<file path="config.mk">
export PLATFORM = sky130hd
export DESIGN_NAME = echo_pipe_serializer
export DESIGN_NICKNAME = d
export VERILOG_FILES = /design/src/rtl/echo_pipe_serializer.sv
export SDC_FILE = /design/constraint.sdc
export NUM_CORES = 1
export LEC_CHECK = 0
export CAP_MARGIN = 30
export CORE_MARGIN = 5
export CORE_UTILIZATION = 48
export DETAILED_ROUTE_END_ITERATION = 8
export PLACE_DENSITY_LB_ADDON = 0.15
export REMOVE_ABC_BUFFERS = 1
export SYNTH_ARGS = -nofsm -noshare
export SYNTH_HDL_FRONTEND = slang
export SYNTH_SLANG_ARGS = --single-unit
</file>
<file path="constraint.sdc">
create_clock -name CLK -period 2.5 [get_ports CLK]
set_clock_uncertainty 0.05 [all_clocks]
set_input_delay 0.5 -clock CLK [delete_from_list [all_inputs] [get_ports CLK]]
set_output_delay 0.5 -clock CLK [all_outputs]
set_load 0.05 [all_outputs]
</file>
<file path="src/rtl/echo_pipe_serializer.sv">
// Transmit side of the echo request pipe: buffers up to two whole {v, meth, tag}
// messages and streams each one out as a header / meth / v triple of narrow beats.
module echo_pipe_serializer #(
    parameter int unsigned DATA_WIDTH = 32,
    parameter int unsigned SEQ_WIDTH  = 8,
    parameter int unsigned MAX_TAG    = 2
) (
    input  logic                    CLK,
    input  logic                    nRST,
    input  logic                    pipe_enq__ENA,
    input  logic [3*DATA_WIDTH-1:0] pipe_enq_v,
    output logic                    pipe_enq__RDY,
    output logic                    beat_enq__ENA,
    output logic [DATA_WIDTH-1:0]   beat_enq_v,
    output logic                    beat_enq_last,
    input  logic                    beat_enq__RDY,
    output logic [15:0]             err_count
);

    typedef enum logic [1:0] {IDLE, HDR, METH, VAL} state_t;

    typedef struct packed {
        logic [DATA_WIDTH-1:0] v;
        logic [DATA_WIDTH-1:0] meth;
        logic [7:0]            tag;
        logic [SEQ_WIDTH-1:0]  seq;
    } slot_t;

    state_t                state;
    slot_t                 cur, nxt, incoming;
    logic                  cur_valid, nxt_valid;
    logic [SEQ_WIDTH-1:0]  seq;
    logic [DATA_WIDTH-1:0] in_tag, in_meth, in_v;
    logic                  tag_ok, accept, reject, fire, finishing;

    assign in_tag  = pipe_enq_v[DATA_WIDTH-1:0];
    assign in_meth = pipe_enq_v[2*DATA_WIDTH-1:DATA_WIDTH];
    assign in_v    = pipe_enq_v[3*DATA_WIDTH-1:2*DATA_WIDTH];

    assign pipe_enq__RDY = !nxt_valid;
    assign tag_ok        = (in_tag != '0) && (in_tag <= DATA_WIDTH'(MAX_TAG));
    assign accept        = pipe_enq__ENA && pipe_enq__RDY && tag_ok;
    assign reject        = pipe_enq__ENA && pipe_enq__RDY && !tag_ok;

    assign beat_enq__ENA = (state != IDLE) && beat_enq__RDY;
    assign fire          = beat_enq__ENA;
    assign finishing     = fire && (state == VAL);
    assign beat_enq_last = (state == VAL);

    always_comb begin
        incoming      = '0;
        incoming.v    = in_v;
        incoming.meth = in_meth;
        incoming.tag  = in_tag[7:0];
        incoming.seq  = seq;
    end

    // Payload is a mux of registered slot/state only; nothing from pipe_enq_v reaches it.
    always_comb begin
        beat_enq_v = '0;
        unique case (state)
            HDR:     beat_enq_v = DATA_WIDTH'({8'hEC, 8'(cur.seq), 8'd2, cur.tag});
            METH:    beat_enq_v = cur.meth;
            VAL:     beat_enq_v = cur.v;
            default: beat_enq_v = '0;
        endcase
    end

    always_ff @(posedge CLK or negedge nRST) begin
        if (!nRST) begin
            state     <= IDLE;
            cur       <= '0;
            nxt       <= '0;
            cur_valid <= 1'b0;
            nxt_valid <= 1'b0;
            seq       <= '0;
            err_count <= '0;
        end else begin
            if (reject && err_count != '1)
                err_count <= err_count + 16'd1;
            if (accept)
                seq <= seq + SEQ_WIDTH'(1);

            // A finishing VAL beat frees cur, so a same-cycle accept (only possible
            // with nxt empty) lands directly in cur.
            if (finishing) begin
                if (nxt_valid) begin
                    cur       <= nxt;
                    nxt_valid <= 1'b0;
                end else if (accept) begin
                    cur <= incoming;
                end else begin
                    cur_valid <= 1'b0;
                end
            end else if (accept) begin
                if (!cur_valid) begin
                    cur       <= incoming;
                    cur_valid <= 1'b1;
                end else begin
                    nxt       <= incoming;
                    nxt_valid <= 1'b1;
                end
            end

            unique case (state)
                IDLE: if (cur_valid || accept) state <= HDR;
                HDR:  if (fire) state <= METH;
                METH: if (fire) state <= VAL;
                VAL:  if (fire) state <= (nxt_valid || accept) ? HDR : IDLE;
                default: state <= IDLE;
            endcase
        end
    end

    no_enq_when_full: assert property (@(posedge CLK) disable iff (!nRST)
        !(pipe_enq__ENA && !pipe_enq__RDY))
        else $error("pipe.enq fired while pipe_enq__RDY was low");

endmodule
</file>
Word level (Yosys, flattened, before mapping) --
Cells that the tools add are included.
Word-level totals: register bits after elaboration 188, logic and storage cells 69
Operators by class: $add $sub $neg 2, magnitude comparators 1, eq/ne operators 11, mux-type cells 19, bitwise gates (word level) 1, reductions and logical operators 22
Operators with widths (count):
- 2-to-1 mux 80 bit | 5
- case mux 32 bit (3 select lines) | 1
- less-or-equal comparator 32 x 2 -> 1 bit (second input constant) | 1
- nonzero test 32 bit | 1
- adder 16 x 1 -> 16 bit (second input constant) | 1
- inequality test 16 bit (second input constant) | 1
- inequality test 2 bit (second input constant) | 5
- AND reduction 3 bit | 3
- adder 8 x 1 -> 8 bit (second input constant) | 1
- 2-to-1 mux 1 bit | 8
- 2-to-1 mux 2 bit | 4
- case mux 2 bit (4 select lines) | 1
- nonzero test 2 bit | 4
- logical AND 1 bit | 7
- == test 2 bit (second input constant) | 2
- inequality test 2 x 1 -> 1 bit (second input constant) | 2
- AND reduction 4 bit | 1
- == test 2 x 1 -> 1 bit (second input constant) | 1
- logical NOT 1 bit | 2
- logical NOT 2 bit | 1
- logical OR 1 bit | 2
- AND reduction 2 bit | 1
- NOT 1 bit | 1

Logic depth before layout (Yosys ltp) --
Gate-level depths: netlist (run 1).
word-level depth 7, gate-level depth with buffers 10, gate-level depth less buffers 7

Worst setup path before layout (run 1) --
Ideal clock, no wire load.
kind register to register, start register state[1], end register cur[56] (netlist bit), data arrival time 3231 ps, path slack -905 ps, stages on the path, launching flop included 10, cell sequence dfrtp_1 clkbuf_1 inv_1 ha_1 nor2b_1 nand2_1 nor2_2 clkbuf_1 mux2_2 mux2_2
Between the ends: cells in the longest elaborated chain, start to end 5, elaborated cells on any way between the ends 8, classes of those cells eq/ne (2); mux (1); reduce/logical (5)
Ends and longest elaborated chain:
- from (decl) | RTL line 29 | state_t state;
- from (signal assigned) | RTL line 109 | VAL: if (fire) state <= (nxt_valid || accept) ? HDR : IDLE;
- nonzero test 2 bit (*) | RTL line 45 | assign beat_enq__ENA = (state != IDLE) && beat_enq__RDY;
- logical AND 1 bit (*) | RTL line 45
- via beat_enq__ENA | RTL line 13 | output logic beat_enq__ENA,
- logical AND 1 bit (*) | RTL line 47 | assign finishing = fire && (state == VAL);
- inequality test 2 x 1 -> 1 bit (no source line) or nonzero test 2 bit (tied branches)
- AND reduction 3 bit (no source line)
- to (signal assigned) | RTL line 88 | cur <= nxt;
- to (signal assigned) | RTL line 91 | cur <= incoming;
- to (signal assigned) | RTL line 97 | cur <= incoming;
- to (decl) | RTL line 30 | slot_t cur, nxt, incoming;
The timed path passes the listed nets; every way through them passes the cells marked *. A chain may end at the register's enable or synchronous reset.

Worst setup path in the final report (run 1) --
start register state[1], end output port beat_enq_v[4]
Between the ends: cells in the longest elaborated chain, start to end 2, elaborated cells on any way between the ends 4, classes of those cells eq/ne (3); mux (1)
Ends and longest elaborated chain:
- == test 2 bit or == test 2 x 1 -> 1 bit (tied branches) | RTL line 61 | unique case (state)
- case mux 32 bit (3 select lines) (*) | RTL line 61
- to (decl) | RTL line 14 | output logic [DATA_WIDTH-1:0] beat_enq_v,
Mark *: on every way between the ends. The rest lies on a longest branch, timed or not.

==> key figures, run 1 <==
Synthesis
  • Yosys cell types: 42
  • XOR/XNOR share of the synthesized area: 0.0219
  • Ys flop type: dfrtp_1
  • Leading area contributor after synthesis: dfrtp_1
  • Yosys warning count: 0
  • Multiplexer share of the synthesized area: 0.289
  • Top cells by count, synth: mux2_2, dfrtp_1, nor2_1, buf_2, nor4_1
  • Synth area leaders: dfrtp_1, mux2_2, a222oi_1, nor4_1, xor2_1
  • Simple-Gate Fraction of Synth Area: 0.0742
  • Most frequent cell after synthesis: mux2_2
  • Seq/Total Area, Yosys: 0.535
  • Post-Syn Area: 8790 sq um
  • Syn Area/Cell: 13.3 sq um
  • Largest family of logic cells by synthesized area: multiplexers
  • Flops & latches, synth: 188
  • Area fraction in compound gates after synthesis: 0.0473
  • Synth Instances: 662
  • Post-synth EDFFs: 0
  • Synth async-reset ratio: 1.00
  • Adder-cell share of the synthesized area: 0.00854
  • Area share of the largest cell type after synthesis: 0.535

Status
  • Status: finished with violations
  • Violated checks: negative hold slack, negative setup slack

Floorplan
  • Die Y: 145 microns
  • Core Area: 18000 sq um
  • Die area: 21100 sq um
  • Die width: 145 microns
  • Standard-cell row count: 49
  • IO Count: 151
  • Initial Utilization: 0.488

Clocking
  • Clock sinks: 188
  • Num CTS Buffers: 17
  • CTS max path bufs: 2
  • Clock Latency Late Sink: 430 ps
  • Post-CTS Hold Buffers: 0
  • CTS tree: built
  • H-tree depth: 4
  • CTS clk-pin slew, worst paths: 70 ps
  • Root buf cell: clkbuf_16

STA
  • RSZ-0062 raised after global routing: true
  • Final period util: 1.01
  • Slew margin rel.: 0.639
  • Tightest Pin Transition: 541 ps
  • Final Setup Violations: 2
  • Final max-slew violation count: 0
  • Min cycle time layout: 2530 ps
  • Worst hold slack: -2.66 ps
  • Final hold vios: 1
  • Max Clk Rate: 0.395 GHz
  • Final worst setup slack: -28.6 ps

Power and ir drop
  • Pleak: 5.58 nW
  • Final Power: 6.80 mW
  • PD cells: 559 nW/um^2
  • Highest ir drop seen on vdd: 763 uV

Detailed routing
  • Post-route ant nets: 0
  • Routed vias/inst: 5.73
  • DRT Pass-1 Iters: 6
  • Drt total wl: 22.3 mm
  • Routed len/inst: 20.3 microns
  • Vias: 6287
  • Drc violations: 0
  • Initial DRC Count: 376

Global routing
  • Initial antenna violation count: 0
  • First-pass GRT wire length: 35.8 mm
  • GR Overflow Total: 0
  • Vias in the first global route: 6906
  • Largest net degree at the start of global routing: 64
  • GRT Overall Usage: 0.206

Placed design
  • Dpl hpwl: 14.3 mm
  • Placed Area: 11000 sq um
  • RD Place Congestion: 0.841
  • Port bufs: 150

Critical path
  • CP Class: reg -> out
  • Critical-path maximum fanout: 14
  • Critical Path Sink Type: output pin
  • Critical Path AT: 1980 ps
  • Critical path required time: 1950 ps
  • Startpoint class of the critical path: flip-flop
  • Worst reg2reg setup slack: 100 ps

Hold path
  • Min-delay worst type: in -> async

Final layout
  • Fill count: 1306
  • Layout area overhead: 38.3%
  • Layout Nets: 962
  • Antenna fix cells: 0
  • Layout cell share with drive strength beyond 1: 0.443
  • Post-Layout Inst Area: 12200 sq um

Run
  • Max-cap violations: 0
-- critical path, stage by stage (launching register included) --
cell,delay [ps]
dfrtp_1,430
buf_6,140
ha_4,170
buf_12,160
a222oi_1,350
nor2_1,120
buf_6,170
-- layer usage --
layer / wire [microns] / track usage / vias up
met2: 11500 / 0.353 / 218
met5: 0 / 0 / -
met1: 9270 / 0.255 / 3193
met3: 1290 / 0.0577 / 26
li1: - / - / 2850
met4: 299 / 0.0616 / 0
-- registers in the layout, indices dropped and copies added, names as in the netlist --
name,cells
nxt_valid,1
nxt,80
cur,80
cur_valid,1
seq,8
state,2
err_count,16
-- power breakdown --
group	leakage [nW]	internal, mW	switching, mW	total, mW
Clock	0.296	1.63	1.22	2.84
Combinational	2.69	0.358	0.420	0.777
Sequential	2.60	3.09	0.0822	3.18
-- placed cells by master (no fill, tap or decap), types with 4 or more instances in the layout --
cell type	netlist	layout
xnor2_1	7	7
a22o_1	6	6
a222oi_1	16	16
buf_6	0	25
nand4_1	9	9
a22oi_1	16	7
nor4_1	21	19
dfrtp_1	188	187
inv_6	0	4
a21oi_2	0	5
nor2_2	2	4
nand2_1	14	13
buf_4	0	40
a22oi_2	0	9
mux2_2	215	215
clkbuf_16	0	24
inv_1	6	5
nand3_1	7	7
buf_12	0	26
nor3_1	11	11
mux2_1	8	8
nor2_1	32	29
clkdlybuf4s50_1	0	114
and2_1	8	8
xor2_1	15	15
-- area by class of cell --
class | count | area [sq um] | area share
timing repair buffer | 215 | 2480 | 0.204
sequential | 188 | 4710 | 0.387
clock buffer | 18 | 439 | 0.0361
inverter | 6 | 25.0 | 0.00206
clock inverter | 14 | 185 | 0.0152
multi-input combinational | 428 | 4030 | 0.332
tap | 229 | 287 | 0.0236
-- through the flow --
step                      hold slack (ps)  instances  TNS (ps)  setup slack, ps   util
after floorplan                       154        621   -480590            -4200      -
after global placement                418       1050    -31910             -266  0.611
after detailed placement              424       1050    -39580             -304  0.611
after CTS                            13.7       1088      -160            -90.3  0.657
after global routing                 28.6       1098      -898             -122  0.674
final                               -2.66       1098     -51.6            -28.6  0.674
-- final timing paths --
check                                startpoint                   to  cells after the start
min in group CLK            nxt[70]$_DFFE_PN0P_  nxt[70]$_DFFE_PN0P_                      1
max                        state[1]$_DFFE_PN0P_        beat_enq_v[4]                      6
min                                        nRST  nxt[41]$_DFFE_PN0P_                      1
min reg2reg                 nxt[70]$_DFFE_PN0P_  nxt[70]$_DFFE_PN0P_                      1
max in group asynchronous                  nRST  nxt[34]$_DFFE_PN0P_                      2
max reg2reg                state[0]$_DFFE_PN0P_  cur[33]$_DFFE_PN0P_                     10
-- cells by family after synthesis --
kind of cell,after synthesis
compound gates,52
xor+xnor,22
fa+ha+maj,6
buf+inv,47
flops,188
mux,226
simple gates,121
-- repair_timing --
item	in CTS	in global routing
endpoints found under the setup margin	30	110
gates resized for setup	29	31
gates cloned	1	8
pin swaps	13	17
setup buffers	5	2
(Power assumes the default switching activity.)
==> run 2, diff against run 1 <==
--- a/config.mk
+++ b/config.mk
@@ -5,10 +5,10 @@
 export SDC_FILE = /design/constraint.sdc
 export NUM_CORES = 1
 export LEC_CHECK = 0
-export CAP_MARGIN = 30
 export CORE_MARGIN = 5
-export CORE_UTILIZATION = 48
+export CORE_UTILIZATION = 45
 export DETAILED_ROUTE_END_ITERATION = 8
+export DONT_BUFFER_PORTS = 1
 export PLACE_DENSITY_LB_ADDON = 0.15
 export REMOVE_ABC_BUFFERS = 1
 export SYNTH_ARGS = -nofsm -noshare
==> run 2 against run 1 <==
Net effect:
- the flow finishes with violations (negative hold slack)
- sequential share of layout area grew 6.0 points
- largest power group unchanged
- via count shrank 10%
- register-to-register slack gained 40 ps
- highest routed layer unchanged
- critical endpoint is now beat_enq_v[16]
==> key figures, run 2 (synthesis gave the netlist of run 1 again) <==
Detailed routing
  • Routed len/inst: 20.5 microns
  • Drt total wl: 20.5 mm
  • DRT Pass-1 Iters: 4
  • Post-route ant nets: 0
  • Initial DRC Count: 279
  • Vias: 5647
  • Drc violations: 0
  • Routed vias/inst: 5.65

Placed design
  • Port bufs: 0
  • Placed Cells: 957
  • Dpl hpwl: 13.0 mm
  • Placed Area: 9600 sq um
  • RD Place Congestion: 0.847

STA
  • Final max-slew violation count: 0
  • RSZ-0062 raised after global routing: true
  • Final Setup Violations: 0
  • Post-route setup TNS: 0 ps
  • Final hold vios: 188
  • Final period util: 0.988
  • Tightest Pin Transition: 544 ps
  • Min cycle time layout: 2470 ps
  • Slew margin rel.: 0.637
  • Worst hold slack: -274 ps
  • Max Clk Rate: 0.405 GHz

Floorplan
  • Die area: 22400 sq um
  • IO Count: 151
  • Standard-cell row count: 51
  • Die width: 150 microns
  • Die Y: 150 microns
  • Initial Utilization: 0.454
  • Core Area: 19300 sq um

Final layout
  • Largest registers: cur (80), nxt (80), err_count (16)
  • Layout Nets: 828
  • Layout area overhead: 19.6%
  • Non-filler cells, final: 999
  • Post-Layout Inst Area: 10500 sq um
  • Commonest non-fill, non-tap cell in the layout: mux2_2
  • Most frequent cells in the layout: mux2_2, dfrtp_1, buf_4, nor2_1, buf_6
  • Antenna fix cells: 0
  • Layout cell share with drive strength beyond 1: 0.477

Status
  • Violated checks: negative hold slack
  • Status: finished with violations

Power and ir drop
  • Internal power: 4.86 mW
  • Clock Power Share: 0.428
  • Reg power frac: 0.495
  • Highest ir drop seen on vdd: 485 uV
  • Comb pwr share: 0.077
  • PD cells: 608 nW/um^2
  • Switch share: 0.240
  • Pleak: 4.93 nW
  • Final Power: 6.39 mW
  • Net Sw Power: 1.54 mW

Critical path
  • Worst reg2reg setup slack: 140 ps
  • Worst path cell trace: ha_2 > buf_12 > a222oi_1 > nor2_1 > buf_6
  • Reg2Reg Depth: 8
  • Slowest-stage cell, CP: dfrtp_2
  • RR Startpoint: state[1]$_DFFE_PN0P_
  • Startpoint class of the critical path: flip-flop
  • Reg2reg end: cur[35]$_DFFE_PN0P_
  • Worst stage delay on the critical path: 450 ps
  • Critical Path Sink Type: output pin
  • Bufs and invs on worst path: 2
  • Critical-path maximum fanout: 21
  • CP Depth: 5
  • CP delay by family, top: flip-flops
  • CP Class: reg -> out
  • Critical Path AT: 1920 ps
  • Critical path required time: 1950 ps

Clocking
  • H-tree depth: 4
  • Clock Latency Late Sink: 420 ps
  • CTS clk-pin slew, worst paths: 70 ps
  • CTS tree: built
  • Num CTS Buffers: 17
  • Root buf cell: clkbuf_16
  • CTS max path bufs: 2
  • Clock sinks: 188

Global routing
  • GR Overflow Total: 0
  • Largest net degree at the start of global routing: 189
  • Vias in the first global route: 6159
  • GRT Overall Usage: 0.187
  • Initial antenna violation count: 0
  • First-pass GRT wire length: 32.7 mm

Hold path
  • Min-delay worst type: in -> async

Run
  • Max-cap violations: 0
[run 2: changes by cell type in the layout (fill, tap and decap cells not counted), sizes merged, moves of 4 or more]
cell,change
buf,-10
clkbuf,-5
clkdlybuf4s50,-114
inv,-4
[run 2: how the worst max path moves through the flow]
stage | slack (ps) | to | start
2_1_floorplan | -4200 | cur[0]$_DFFE_PN0P_ | state[1]$_DFFE_PN0P_
3_3_place_gp | 130 | cur[67]$_DFFE_PN0P_ | state[1]$_DFFE_PN0P_
3_5_place_dp | -7 | cur[69]$_DFFE_PN0P_ | state[1]$_DFFE_PN0P_
4_1_cts | -9 | beat_enq_v[12] | state[1]$_DFFE_PN0P_
5_1_grt | -60 | beat_enq_v[2] | state[0]$_DFFE_PN0P_
6_report | 30 | beat_enq_v[16] | state[1]$_DFFE_PN0P_
[run 2: layout make-up]
type                            count  area [sq um]
Clock buffer                       20           447
Fill cell                        1634          8820
Inverter                            6          22.5
Clock inverter                     11           144
Multi-Input combinational cell    427          3970
Sequential cell                   188          4710
Timing Repair Buffer               82           897
Tap cell                          265           332
[run 2: what timing repair did]
action,4_1_cts,5_1_grt
gates resized for setup,21,25
endpoints found under the setup margin,62,102
setup buffers,6,3
gates cloned,1,1
pin swaps,5,17
endpoints found under the hold margin,188,188
[run 2: metal layers]
metal / vias up / global-route usage / wire length, microns
li1: 2561 / - / -
met1: 2905 / 0.235 / 8740
met2: 158 / 0.314 / 10100
met3: 23 / 0.0572 / 1390
met4: 0 / 0.0526 / 226
met5: - / 0 / 0
[run 2: power by group through the flow]
stage	combinational (mW)	sequential [mW]	clock [mW]
2_1_floorplan	0.165	3.40	0
5_1_grt	0.529	3.17	2.94
6_report	0.493	3.17	2.73
3_5_place_dp	0.492	3.22	0
4_1_cts	0.494	3.17	2.82
3_3_place_gp	0.473	3.22	0
[run 2: through the flow]
stage / util / setup WS (ps)
floorplan: - / -4200
finish: 0.544 / 30.0
CTS: 0.535 / -9.45
global route: 0.544 / -63.4
detailed placement: 0.497 / -7.43
global placement: 0.497 / 133
==> run 3, diff against run 2 <==
--- a/config.mk
+++ b/config.mk
@@ -5,6 +5,7 @@
 export SDC_FILE = /design/constraint.sdc
 export NUM_CORES = 1
 export LEC_CHECK = 0
+export ABC_AREA = 1
 export CORE_MARGIN = 5
 export CORE_UTILIZATION = 45
 export DETAILED_ROUTE_END_ITERATION = 8
==> run 3 against run 2 <==
Net effect:
- the run still ends with negative hold slack left
- combinational power grew to 6.3 times the previous value
- register-to-register slack improved by 260 ps
- non-clock buffer count down 27
- sequential share of layout area decreased by 0.54 points
- fmax is 2.3% higher
- core utilization down 3.6 points
- global-route usage decreased by 0.39 points
- total power up 51%
- first-iteration DRC count increased by 73%
- die area up 7.8%
- critical path type unchanged
- wire length grew 3.8%
==> key figures, run 3 <==
Global routing
  • First-pass GRT wire length: 35.7 mm
  • GRT Overall Usage: 0.183
  • Initial antenna violation count: 0
  • GR Overflow Total: 0
  • Largest net degree at the start of global routing: 189
  • Vias in the first global route: 6796

Floorplan
  • Initial Utilization: 0.455
  • Core Area: 21000 sq um
  • IO Count: 151
  • Die Y: 155 microns
  • Die width: 155 microns
  • Standard-cell row count: 53
  • Die area: 24200 sq um

Synthesis
  • Yosys cell types: 31
  • Yosys warning count: 0
  • Seq/Total Area, Yosys: 0.494
  • Synth area leaders: dfrtp_1, nand2_1, o21ai_2, o21ai_0, inv_1
  • Ys flop type: dfrtp_1
  • Top cells by count, synth: nand2_1, dfrtp_1, inv_1, o21ai_0, o21ai_2
  • Area share of the largest cell type after synthesis: 0.494
  • Synth Instances: 1166
  • Flops & latches, synth: 188
  • Synth async-reset ratio: 1.00
  • Most frequent cell after synthesis: nand2_1
  • Post-synth EDFFs: 0
  • Leading area contributor after synthesis: dfrtp_1
  • Syn Area/Cell: 8.17 sq um
  • Post-Syn Area: 9530 sq um

Final layout
  • Commonest non-fill, non-tap cell in the layout: nand2_1
  • Layout area overhead: 11.7%
  • Largest registers: cur (80), nxt (80), err_count (16)
  • Area of the multi-input gates: 3970 sq um
  • Fill count: 2066
  • Most frequent cells in the layout: nand2_1, dfrtp_1, o21ai_0, inv_1, o21ai_2
  • Layout cell share with drive strength beyond 1: 0.174
  • Non-filler cells, final: 1462
  • FF/Latch Area: 4710 sq um
  • Fin util: 0.508
  • Antenna fix cells: 0
  • Layout Nets: 1280

Placed design
  • Placed Cells: 1429
  • Dpl hpwl: 14.0 mm
  • Port bufs: 0
  • RD Place Congestion: 0.782

STA
  • Final Setup Violations: 0
  • Final hold vios: 188
  • Slew margin rel.: 0.592
  • Final max-slew violation count: 0
  • RSZ-0062 raised after global routing: false
  • Tightest Pin Transition: 612 ps
  • Max Clk Rate: 0.414 GHz
  • Min cycle time layout: 2410 ps
  • Worst hold slack: -285 ps
  • Final period util: 0.965
  • Post-route setup TNS: 0 ps

Critical path
  • Critical path required time: 1950 ps
  • Worst path cell trace: buf_4 > ha_4 > buf_12 > nand2_1 > nand3_2 > nand2_2 > clkinvlp_4
  • Slowest-stage cell, CP: dfrtp_1
  • Bufs and invs on worst path: 3
  • Startpoint class of the critical path: flip-flop
  • Setup crit end: beat_enq_v[0]
  • Source of the critical timing path: state[0]$_DFFE_PN0P_
  • Worst stage delay on the critical path: 380 ps
  • CP Class: reg -> out
  • RR Startpoint: state[1]$_DFFE_PN0P_
  • CP delay by family, top: buffers and inverters
  • Critical Path Sink Type: output pin
  • Critical-path maximum fanout: 23
  • Reg2Reg Depth: 11
  • Worst reg2reg setup slack: 400 ps
  • Reg2reg end: cur[5]$_DFFE_PN0P_
  • CP Depth: 7
  • Critical Path AT: 1860 ps

Clocking
  • Clock Latency Late Sink: 420 ps
  • CTS max path bufs: 2
  • Root buf cell: clkbuf_16
  • H-tree depth: 4
  • CTS tree: built
  • Clock sinks: 188
  • Num CTS Buffers: 17
  • CTS clk-pin slew, worst paths: 70 ps

Power and ir drop
  • Pleak: 5.31 nW
  • Highest ir drop seen on vdd: 437 uV
  • PD cells: 907 nW/um^2

Detailed routing
  • Vias: 7182
  • Drt total wl: 21.3 mm
  • Routed len/inst: 14.5 microns
  • DRT Pass-1 Iters: 5
  • Post-route ant nets: 0
  • Routed vias/inst: 4.91
  • Drc violations: 0
  • Initial DRC Count: 484

Hold path
  • Min-delay worst type: in -> async

Status
  • Violated checks: negative hold slack
  • Status: finished with violations

Run
  • Max-cap violations: 0
[run 3: report_power, final]
| group | switching (mW) | total (mW) | internal [mW] | leakage, nW |
|---|---|---|---|---|
| logic | 2.17 | 3.11 | 0.939 | 2.47 |
| clock network | 1.21 | 2.77 | 1.56 | 0.290 |
| registers | 0.273 | 3.77 | 3.50 | 2.55 |
[run 3: cells by family after synthesis]
logic type,Yosys count,synth area share
buf+inv,191,0.0969
compound gates,257,0.167
xor+xnor,21,0.0193
simple gates,503,0.215
fa+ha+maj,6,0.00788
flops,188,0.494
[run 3: worst reg2reg max path, cell delays in order, from the launching register on]
cell and delay [ps]:
dfrtp_2 470, inv_2 100, ha_2 200, inv_4 70
nand2_2 130, nor2_8 80, nand2_4 70, nand2_1 90
o21ai_4 80, buf_4 450, nand2_1 120, o21ai_0 100
[run 3: layout make-up]
class,count,share of cell area
clock buffer,20,0.0439
timing repair buffer,55,0.0457
tap,275,0.0323
sequential,188,0.442
inverter,125,0.0500
clock inverter,12,0.0131
multi-input combinational,787,0.373
[run 3: routing by layer]
metal  GRT usage  vias up  wire length, microns
met1       0.266     3291                 10400
li1            -     3739                     -
met3      0.0428       14                   982
met4      0.0467        0                   197
met2       0.278      138                  9720
met5           0        -                     0
[run 3: how the worst min path moves through the flow]
stage          from                   to  slack, ps  depth (start not counted)
2_1_floorplan  nRST   cur[0]$_DFFE_PN0P_        150                          0
3_3_place_gp   nRST  nxt[63]$_DFFE_PN0P_        160                          0
3_5_place_dp   nRST  nxt[63]$_DFFE_PN0P_        160                          0
4_1_cts        nRST  nxt[63]$_DFFE_PN0P_       -310                          0
5_1_grt        nRST  nxt[63]$_DFFE_PN0P_       -310                          0
6_report       nRST  nxt[63]$_DFFE_PN0P_       -290                          0
[run 3: repair_timing]
action | CTS | global route
resized for setup | 20 | 13
hold endpoints to repair | 188 | 188
endpoints found under the setup margin | 24 | 25
setup buffers | 0 | 1
pin swaps | 0 | 1
[run 3: stage by stage]
stage	setup WS, ps	hold WS (ps)	instance area [sq um]	power [mW]
4_1_cts	-29.4	-311	10600	9.71
3_5_place_dp	248	160	9910	6.83
6_report	86.3	-285	10600	9.65
2_1_floorplan	-2420	154	9070	5.83
5_1_grt	2.93	-311	10600	10.2
3_3_place_gp	266	161	9910	6.79
